==> src/rtl/lstm_fixed_pkg.sv <==
// rtl/lstm_fixed_pkg.sv - shared Q4.4 fixed-point constants, MAC state enum and saturation helper
//
// Purpose : common definitions for the LSTM datapath (MAC neuron and activation stages).
// Contents: DATA_W/FRAC_W of the Q4.4 format, ONE (1.0 in Q4.4), mac_state_t,
//           sat_q() clipping a 32-bit signed value to a given signed width.
package lstm_fixed_pkg;

  localparam int DATA_W = 8;
  localparam int FRAC_W = 4;
  localparam int ONE    = 16;

  typedef enum logic [1:0] {
    S_IDLE  = 2'd0,
    S_ACCUM = 2'd1,
    S_EMIT  = 2'd2
  } mac_state_t;

  // Clip v to the signed range of a w-bit word; result stays 32 bits wide so
  // callers can tell a clip happened by comparing against the input.
  function automatic logic signed [31:0] sat_q(input logic signed [31:0] v,
                                                input int unsigned       w);
    logic signed [31:0] hi;
    logic signed [31:0] lo;
    hi = (32'sd1 <<< (w - 1)) - 32'sd1;
    lo = -(32'sd1 <<< (w - 1));
    if (v > hi)      return hi;
    else if (v < lo) return lo;
    else             return v;
  endfunction

endpackage

==> src/rtl/lstm_q_scale.sv <==
// rtl/lstm_q_scale.sv - combinational accumulator-to-Q4.4 shift, optional round, saturate
//
// Purpose : scale an ACC_W-bit sum (2*FRAC_W fractional bits) down to DATA_W bits.
// Macro   : LSTM_MAC_ROUND_EN - defined: round half up before the shift; undefined: floor.
// Ports   : i_acc   in  ACC_W  signed accumulator value
//           o_value out DATA_W signed saturated result
//           o_clip  out 1      result was clipped
module lstm_q_scale #(
  parameter int ACC_W  = 20,
  parameter int DATA_W = 8,
  parameter int FRAC_W = 4
) (
  input  logic signed [ACC_W-1:0]  i_acc,
  output logic signed [DATA_W-1:0] o_value,
  output logic                     o_clip
);
  import lstm_fixed_pkg::*;

  logic signed [31:0] w_ext;
  logic signed [31:0] w_shift;
  logic signed [31:0] w_sat;

  assign w_ext = 32'(i_acc);

`ifdef LSTM_MAC_ROUND_EN
  assign w_shift = (w_ext + (32'sd1 <<< (FRAC_W - 1))) >>> FRAC_W;
`else
  assign w_shift = w_ext >>> FRAC_W;
`endif

  assign w_sat   = sat_q(w_shift, DATA_W);
  assign o_value = w_sat[DATA_W-1:0];
  assign o_clip  = (w_sat != w_shift);

endmodule

==> src/rtl/lstm_neuron_mac.sv <==
// rtl/lstm_neuron_mac.sv - serial multiply-accumulate neuron stage producing a Q4.4 pre-activation
//
// Purpose : acc = bias<<FRAC_W + sum(x*w) over N_INPUTS beats, then scale/saturate to Q4.4.
// Macro   : LSTM_MAC_ROUND_EN (inside lstm_q_scale) selects round-half-up instead of floor.
// Ports   : clk, rst (sync, active low)
//           start, bias           job start and its Q4.4 bias (sampled together)
//           in_valid/in_ready, x, w  operand beat handshake
//           z_valid/z_ready, z_value, sat  result handshake, value and clip flag
//           busy                  FSM not idle
module lstm_neuron_mac #(
  parameter int N_INPUTS = 4,
  parameter int DATA_W   = 8,
  parameter int FRAC_W   = 4,
  parameter int ACC_W    = 20
) (
  input  logic                     clk,
  input  logic                     rst,
  input  logic                     start,
  input  logic signed [DATA_W-1:0] bias,
  input  logic                     in_valid,
  output logic                     in_ready,
  input  logic signed [DATA_W-1:0] x,
  input  logic signed [DATA_W-1:0] w,
  output logic                     z_valid,
  input  logic                     z_ready,
  output logic signed [DATA_W-1:0] z_value,
  output logic                     sat,
  output logic                     busy
);
  import lstm_fixed_pkg::*;

  localparam int CNT_W = (N_INPUTS > 1) ? $clog2(N_INPUTS) : 1;

  mac_state_t               r_state;
  logic signed [ACC_W-1:0]  r_acc;
  logic [CNT_W-1:0]         r_cnt;
  logic signed [DATA_W-1:0] r_z_value;
  logic                     r_z_valid;
  logic                     r_sat;
  logic                     r_in_ready;
  logic                     r_busy;

  logic signed [2*DATA_W-1:0] w_prod;
  logic signed [ACC_W-1:0]    w_sum;
  logic signed [ACC_W-1:0]    w_bias_ext;
  logic signed [DATA_W-1:0]   w_scaled;
  logic                       w_clip;
  logic                       w_last;

  assign w_prod     = x * w;
  assign w_sum      = r_acc + ACC_W'(w_prod);
  // Bias is Q4.4; products are Q8.8, so align the bias to the product scale.
  assign w_bias_ext = ACC_W'(bias) <<< FRAC_W;
  assign w_last     = (r_cnt == CNT_W'(N_INPUTS - 1));

  // Scales the running sum including the current beat, so the result can be
  // registered on the final accepting edge.
  lstm_q_scale #(
    .ACC_W (ACC_W),
    .DATA_W(DATA_W),
    .FRAC_W(FRAC_W)
  ) u_scale (
    .i_acc  (w_sum),
    .o_value(w_scaled),
    .o_clip (w_clip)
  );

  always_ff @(posedge clk) begin
    if (!rst) begin
      r_state    <= S_IDLE;
      r_acc      <= '0;
      r_cnt      <= '0;
      r_z_value  <= '0;
      r_z_valid  <= 1'b0;
      r_sat      <= 1'b0;
      r_in_ready <= 1'b0;
      r_busy     <= 1'b0;
    end else begin
      case (r_state)
        S_IDLE: begin
          if (start) begin
            r_acc      <= w_bias_ext;
            r_cnt      <= '0;
            r_state    <= S_ACCUM;
            r_in_ready <= 1'b1;
            r_busy     <= 1'b1;
          end
        end
        S_ACCUM: begin
          if (in_valid) begin
            r_acc <= w_sum;
            r_cnt <= r_cnt + 1'b1;
            if (w_last) begin
              r_z_value  <= w_scaled;
              r_sat      <= w_clip;
              r_z_valid  <= 1'b1;
              r_in_ready <= 1'b0;
              r_state    <= S_EMIT;
            end
          end
        end
        S_EMIT: begin
          if (z_ready) begin
            r_z_valid <= 1'b0;
            if (start) begin
              // Back-to-back job: skip IDLE entirely.
              r_acc      <= w_bias_ext;
              r_cnt      <= '0;
              r_in_ready <= 1'b1;
              r_state    <= S_ACCUM;
            end else begin
              r_busy  <= 1'b0;
              r_state <= S_IDLE;
            end
          end
        end
        default: begin
          r_state    <= S_IDLE;
          r_in_ready <= 1'b0;
          r_busy     <= 1'b0;
          r_z_valid  <= 1'b0;
        end
      endcase
    end
  end

  assign in_ready = r_in_ready;
  assign z_valid  = r_z_valid;
  assign z_value  = r_z_value;
  assign sat      = r_sat;
  assign busy     = r_busy;

endmodule

==> config.mk <==
export PLATFORM = sky130hd
export DESIGN_NAME = lstm_neuron_mac
export DESIGN_NICKNAME = d
export VERILOG_FILES = /design/src/rtl/lstm_fixed_pkg.sv /design/src/rtl/lstm_q_scale.sv /design/src/rtl/lstm_neuron_mac.sv
export SDC_FILE = /design/constraint.sdc
export NUM_CORES = 1
export LEC_CHECK = 0
export CORE_MARGIN = 2
export CORE_UTILIZATION = 60
export CTS_BUF_LIST = sky130_fd_sc_hd__clkbuf_4
export DETAILED_ROUTE_END_ITERATION = 10
export PLACE_DENSITY = 0.79
export SLEW_MARGIN = 20
export SYNTH_ARGS = -nofsm -noshare
export SYNTH_HDL_FRONTEND = slang
export SYNTH_SLANG_ARGS = --single-unit
==> constraint.sdc <==
create_clock -name clk -period 8.45 [get_ports clk]
set_input_delay 1.2675 -clock clk [delete_from_list [all_inputs] [get_ports clk]]
set_output_delay 1.2675 -clock clk [all_outputs]
set_load 0.02 [all_outputs]
==> results of run 1 <==
==> path summary, 6_finish.rpt <==
path	startpoint	endpoint	depth (start not counted)
setup / recovery	w[2]	sat	21
hold reg to reg	r_acc[3]	r_acc[3]	2
hold / removal	r_acc[3]	r_acc[3]	2
setup reg to reg	r_acc[6]	sat	22
==> metrics by stage <==
step                      utilization [%]  hold WS (ns)
after floorplan                         -         0.441
after global placement               66.8         0.457
after detailed placement             66.8         0.468
after CTS                            67.4         0.484
after global routing                 67.4         0.504
final                                67.4         0.478
==> area by class of cell <==
type                    count  area share [%]
multi-input cells         411            70.7
clock inverters             3           0.303
flip-flops and latches     36            12.4
inverters                 100            6.48
well taps                 108            2.33
clock buffers               5           0.648
repair buffers             42            7.09
==> critical path: cells and delay by family <==
family | cells | cell delay (ns)
and+or+nand+nor | 5 | 1.27
AOI/OAI and AO/OA | 5 | 1.08
buffers and inverters | 4 | 1.03
adders and majority gates | 7 | 3.03
==> cell families after synthesis <==
kind of cell               Yosys count  share of synthesized area, %
buffers and inverters              112                          8.17
adders and majority gates          136                          45.1
AOI/OAI and AO/OA                  101                          14.4
and+or+nand+nor                    154                          15.1
DFF                                 36                          13.8
xor gates and xnor gates            20                          3.49
==> registers in the layout, summed over array words and instances (netlist names) <==
| name | count |
|---|---|
| r_acc | 20 |
| in_ready | 1 |
| r_state | 2 |
| z_valid | 1 |
| z_value | 8 |
| r_cnt | 2 |
| busy | 1 |
| sat | 1 |
==> layout by cell type (no fill, tap or decap), types with 2 or more instances in the layout <==
cell type and count:
sky130_fd_sc_hd__a21o_1 2, sky130_fd_sc_hd__xor2_1 8, sky130_fd_sc_hd__nand3_1 11, sky130_fd_sc_hd__a31oi_1 2, sky130_fd_sc_hd__o21a_1 4, sky130_fd_sc_hd__o21ai_0 19
sky130_fd_sc_hd__fa_1 88, sky130_fd_sc_hd__xnor2_1 11, sky130_fd_sc_hd__a21boi_0 7, sky130_fd_sc_hd__nand2_1 57, sky130_fd_sc_hd__o221a_1 4, sky130_fd_sc_hd__nand2b_1 6
sky130_fd_sc_hd__or3_1 2, sky130_fd_sc_hd__inv_1 100, sky130_fd_sc_hd__and2_1 38, sky130_fd_sc_hd__a211oi_1 3, sky130_fd_sc_hd__o21ai_1 2, sky130_fd_sc_hd__clkdlybuf4s50_1 39
sky130_fd_sc_hd__a22oi_1 2, sky130_fd_sc_hd__nor3_1 2, sky130_fd_sc_hd__buf_4 2, sky130_fd_sc_hd__ha_1 48, sky130_fd_sc_hd__nor2_1 18, sky130_fd_sc_hd__o211ai_1 8
sky130_fd_sc_hd__o211a_1 9, sky130_fd_sc_hd__nor4_1 2, sky130_fd_sc_hd__dfxtp_1 36, sky130_fd_sc_hd__nor2b_1 8, sky130_fd_sc_hd__a21oi_1 25, sky130_fd_sc_hd__clkbuf_4 5
==> metal layers <==
metal	vias to the layer above	global-route usage, %	part of all wire, %
met5	-	0	0
met4	0	6.30	1.7
met3	14	3.74	2.8
met2	60	43.3	53
met1	1922	32.5	42
li1	1876	-	-
==> flow_summary_export.csv, run 1 <==
group,metric,value,unit
clocking,post_cts_resized,0,
run,cap_violations,0,
place,detailed_place_hpwl,9170,µm
worst_setup_path,critPathKind,"primary input to register",
floorplanning,die_h,97.5,µm
worst_setup_path,worst_path_max_delay_cell,"sky130_fd_sc_hd__clkdlybuf4s50_1",
final_layout,finalNonFillerCells,705,
worst_setup_path,timing.critical_path.to_type,"register",
worst_setup_path,crit_path_frequent_cell,"sky130_fd_sc_hd__fa_1",
floorplanning,initial_utilization,61.0,%
yosys,ys_top_cells_by_count,"sky130_fd_sc_hd__inv_1 (100), sky130_fd_sc_hd__fa_1 (88), sky130_fd_sc_hd__nand2_1 (57), sky130_fd_sc_hd__ha_1 (48), sky130_fd_sc_hd__and2_1 (38)",
grt,grt_pass1_vias,4160,
yosys,ys_types,53,
yosys,post_synth_instance_area,5240,µm²
worst_setup_path,critPathMaxStageDelay,0.62,ns
timing,unrepaired_setup_endpoints_after_global_routing,"no",
worst_setup_path,crit_chain,"clkdlybuf4s50_1, and2_1, fa_1, inv_1, fa_1, fa_1, inv_1, fa_1, ha_1, ha_1, a2111o_1, o21ai_1, o21ai_1, nor4_1, nor3_4, nor4_2, nand2b_1, ha_1, inv_1, a31o_1, a31oi_1",
clocking,cts_buffers,5,
status,outcome,"finished, final reports clean",
grt,maximum_number_of_pins_on_one_net_before_global_route_repair,37,
final_layout,multi_input_comb_area,4090,µm²
clocking,ctsLongestPathBuffers,2,
final_layout,antennaDiodeCount,0,
grt,antenna_found_initial,0,
route,postRouteAntennaNets,0,
place,place.detailed.instances,697,
worst_setup_path,timing.critical_path.from_type,"primary input",
clocking,cts-hold-fix-buffers,0,
final_layout,drive_gt1_share,4.02,%
floorplanning,std_cell_rows,34,
hold_path,type_of_the_tightest_min_delay_check,"register to register",
yosys,yosysSeqAreaShare,13.8,%
place,gp_congestion,0.856,
timing,slew_violations,0,
yosys,synth_top_area_share,33.6,%
yosys,yosys-top-cells-area,"sky130_fd_sc_hd__fa_1 (34%), sky130_fd_sc_hd__dfxtp_1 (14%), sky130_fd_sc_hd__ha_1 (11%)",
final_layout,finish.net_count,761,
floorplanning,num_io_pins,41,
place,worst_slack_after_detailed_placement,0.737,ns
place,placedInstanceArea,5740,µm²
yosys,synthMostInstantiatedCell,"sky130_fd_sc_hd__inv_1",
final_layout,areaGrowthSynthToFinish,10.5,%
timing,final-hold-violation-count,0,
worst_setup_path,rrSetupSlack,2.58,ns
clocking,root_buffer_selected_by_cts,"sky130_fd_sc_hd__clkbuf_4",
worst_setup_path,worst-endpoint-arrival,7.67,ns
clocking,skew_pair_late_insertion_delay,0.34,ns
yosys,async_flop_share,0,%
route,route.final.wire_length,10700,µm
route,detail_route.drc_violations,0,
final_layout,seqCellArea,721,µm²
clocking,clock_tree_from_tritoncts,"yes",
yosys,syn-mean-instance-area,9.37,µm²
yosys,synth.largest_area_cell,"sky130_fd_sc_hd__fa_1",
timing,achievable-frequency,135,MHz
route,drt-vias-per-instance,5.49,
route,avgRoutedWirePerCell,15.2,µm
route,drt-pass1-iter-count,4,
timing,worst_clock_skew,0.0181,ns
yosys,syn_inst,559,
timing,layout_worst_path_cycle_share,87.5,%
floorplanning,die_x,97.5,µm
timing,worst_slack_setup_final,1.06,ns
clocking,path_clk_slew,0.12,ns
timing,worst_slew_margin_rel,43.4,%
worst_setup_path,crit_path_max_fanout,8,
grt,global_route_usage_over_all_layers,24.8,%
floorplanning,die_area,9500,µm²
yosys,synth.net_count,724,
grt,overflow,0,
timing,finalSetupTns,0,ns
yosys,yosys_warnings,0,
place,placement.io_buffers,40,
clocking,setup_buffers_after_cts,0,
yosys,synth-edff-count,0,
timing,max_slew.worst_pin.slew,0.847,ns
clocking,cts.sinks,36,
yosys,yosys_register_bits,36,
route,via_count,3872,
worst_setup_path,cp_data_required_time,8.73,ns
final_layout,layout.filler_cells,714,
route,drt_iter0_drc,196,
final_layout,stdcell_area,5790,µm²
timing,timing.final.setup_violations,0,
timing,layout_min_cycle_time,7.39,ns
floorplanning,coreArea,8590,µm²
clocking,cts_max_level,2,
grt,wire_length_of_the_first_global_routing_pass,19300,µm
yosys,synth_top_flop_cell,"sky130_fd_sc_hd__dfxtp_1",
Power of run 1 is left out: the tool's default activity adds up to more than one toggle a clock period on the data nets, which glitch-free logic cannot reach.
==> run 2: changes to the inputs <==
CORE_UTILIZATION = 50   (was 60)
PLACE_DENSITY = 0.67   (was 0.79)
SKIP_LAST_GASP = 1   (was default)
==> run 2 against run 1 <==
  * Setup slack got worse by 0.0048 ns
  * Hold slack got worse by 0.0038 ns
  * Die area increased by 19%
  * Sequential cell count unchanged
==> flow_summary_export.csv, run 2 (synthesis gave the netlist of run 1 again) <==
group,metric,value,unit
status,outcome,"finished, final reports clean",
grt,global_route_usage_over_all_layers,21.4,%
worst_setup_path,setup.worst_path.end,"sat",
place,placement.io_buffers,40,
worst_setup_path,crit_path_frequent_cell,"sky130_fd_sc_hd__fa_1",
route,avgRoutedWirePerCell,15.0,µm
timing,layout_worst_path_cycle_share,87.5,%
route,detail_route.drc_violations,0,
worst_setup_path,worst_path_max_delay_cell,"sky130_fd_sc_hd__clkdlybuf4s50_1",
worst_setup_path,worst-endpoint-arrival,7.69,ns
final_layout,drive_gt1_share,4.01,%
worst_setup_path,cp_data_required_time,8.74,ns
grt,antenna_found_initial,0,
worst_setup_path,crit_chain,"clkdlybuf4s50_1, and2_1, fa_1, inv_1, fa_1, fa_1, inv_1, fa_1, ha_1, ha_1, a2111o_1, o21a_1, a2111oi_4, a311o_2, nand3_1, nor4_2, nand2b_1, ha_1, inv_1, a31o_1, a31oi_1",
timing,achievable-frequency,135,MHz
timing,timing.final.setup_violations,0,
timing,worst_clock_skew,0.0196,ns
clocking,cts-hold-fix-buffers,0,
timing,layout_min_cycle_time,7.40,ns
route,drt_iter0_drc,138,
clocking,post_cts_resized,0,
timing,hold_slack,0.474,ns
worst_setup_path,timing.critical_path.from_type,"primary input",
grt,maximum_number_of_pins_on_one_net_before_global_route_repair,37,
worst_setup_path,crit_path_max_fanout,8,
floorplanning,die_area,11300,µm²
timing,slew_violations,0,
final_layout,multi_input_comb_area,4090,µm²
worst_setup_path,timing.rr.end,"sat",
timing,worst_slew_margin_rel,46.5,%
worst_setup_path,rrSetupSlack,2.59,ns
timing,max_slew.worst_pin.slew,0.801,ns
final_layout,largest_register_ffs,20,
clocking,ctsLongestPathBuffers,2,
worst_setup_path,critical_path.top_delay_family,"adder cells",
timing,unrepaired_setup_endpoints_after_global_routing,"no",
worst_setup_path,critical_path.startpoint,"w[2]",
final_layout,seqCellArea,721,µm²
worst_setup_path,timing.critical_path.to_type,"register",
final_layout,antennaDiodeCount,0,
run,cap_violations,0,
timing,finalSetupTns,0,ns
final_layout,layout.filler_cells,961,
clocking,cts_max_level,2,
clocking,clock_tree_from_tritoncts,"yes",
place,detailed_place_hpwl,9340,µm
floorplanning,num_io_pins,41,
clocking,cts.sinks,36,
floorplanning,initial_utilization,51.2,%
route,postRouteAntennaNets,0,
worst_setup_path,critical_path_depth,21,
floorplanning,coreArea,10200,µm²
floorplanning,die_h,106,µm
worst_setup_path,ff2ff_path_depth,22,
floorplanning,std_cell_rows,37,
route,route.final.wire_length,11000,µm
clocking,cts_buffers,5,
worst_setup_path,critPathMaxStageDelay,0.62,ns
final_layout,finish.net_count,762,
floorplanning,die_x,106,µm
route,drt-pass1-iter-count,5,
worst_setup_path,regToRegStartpoint,"r_acc[6]",
grt,grt_pass1_vias,4117,
clocking,setup_buffers_after_cts,0,
clocking,path_clk_slew,0.13,ns
route,drt-vias-per-instance,5.27,
final_layout,largest_register,"r_acc",
final_layout,most_common_cell_after_layout_fill_and_taps_aside,"sky130_fd_sc_hd__inv_1",
hold_path,type_of_the_tightest_min_delay_check,"register to register",
timing,final-hold-violation-count,0,
route,via_count,3865,
worst_setup_path,worstPathBufferInverterCount,4,
worst_setup_path,critPathKind,"primary input to register",
clocking,root_buffer_selected_by_cts,"sky130_fd_sc_hd__clkbuf_4",
grt,overflow,0,
final_layout,final_cell_mix,"sky130_fd_sc_hd__inv_1 (100), sky130_fd_sc_hd__fa_1 (88), sky130_fd_sc_hd__nand2_1 (57)",
grt,wire_length_of_the_first_global_routing_pass,19500,µm
final_layout,areaGrowthSynthToFinish,11.3,%
clocking,skew_pair_late_insertion_delay,0.35,ns
place,gp_congestion,0.829,
run 2: how the worst min path moves through the flow:
stage | end | slack (ns) | cells after the start | startpoint
final | r_acc[2] | 0.47 | 2 | r_acc[2]
after global routing | r_acc[3] | 0.50 | 2 | r_acc[3]
after CTS | r_acc[3] | 0.48 | 2 | r_acc[3]
after detailed placement | r_acc[3] | 0.46 | 2 | r_acc[3]
after global placement | r_cnt[1] | 0.46 | 2 | r_cnt[1]
after floorplan | r_acc[1] | 0.44 | 2 | r_acc[1]
run 2: metal layers:
layer	GRT usage, %	vias to the layer above	part of all wire [%]
met5	0	-	0
met2	39.1	56	52
met1	27.8	1919	44
met4	3.38	0	0.98
met3	2.33	8	2.7
li1	-	1882	-
run 2: stage by stage:
stage                     util (%)  cell area (µm²)  worst slack (ns)  cells
after floorplan                  -             5240              1.28    559
final                         57.0             5830              1.05    734
after detailed placement      56.5             5780             0.665    726
after CTS                     57.0             5840              1.01    734
after global placement        56.5             5780             0.794    726
after global routing          57.0             5830             0.700    734
run 2: area by class of cell:
cell class,instances,share of cell area (%)
Tap cell,136,2.92
Inverter,100,6.44
Clock buffer,5,0.644
Multi-Input combinational cell,411,70.2
Clock inverter,3,0.300
Sequential cell,36,12.4
Timing Repair Buffer,43,7.17
run 2: worst register-to-register path: cells and delay by family (launching register included):
family	cells	cell delay (ns)
compound gates	6	1.41
fa+ha+maj	7	3.03
buf+inv	5	0.36
flops	1	0.36
simple gates	4	0.66
Power of run 2 is left out for the same reason.
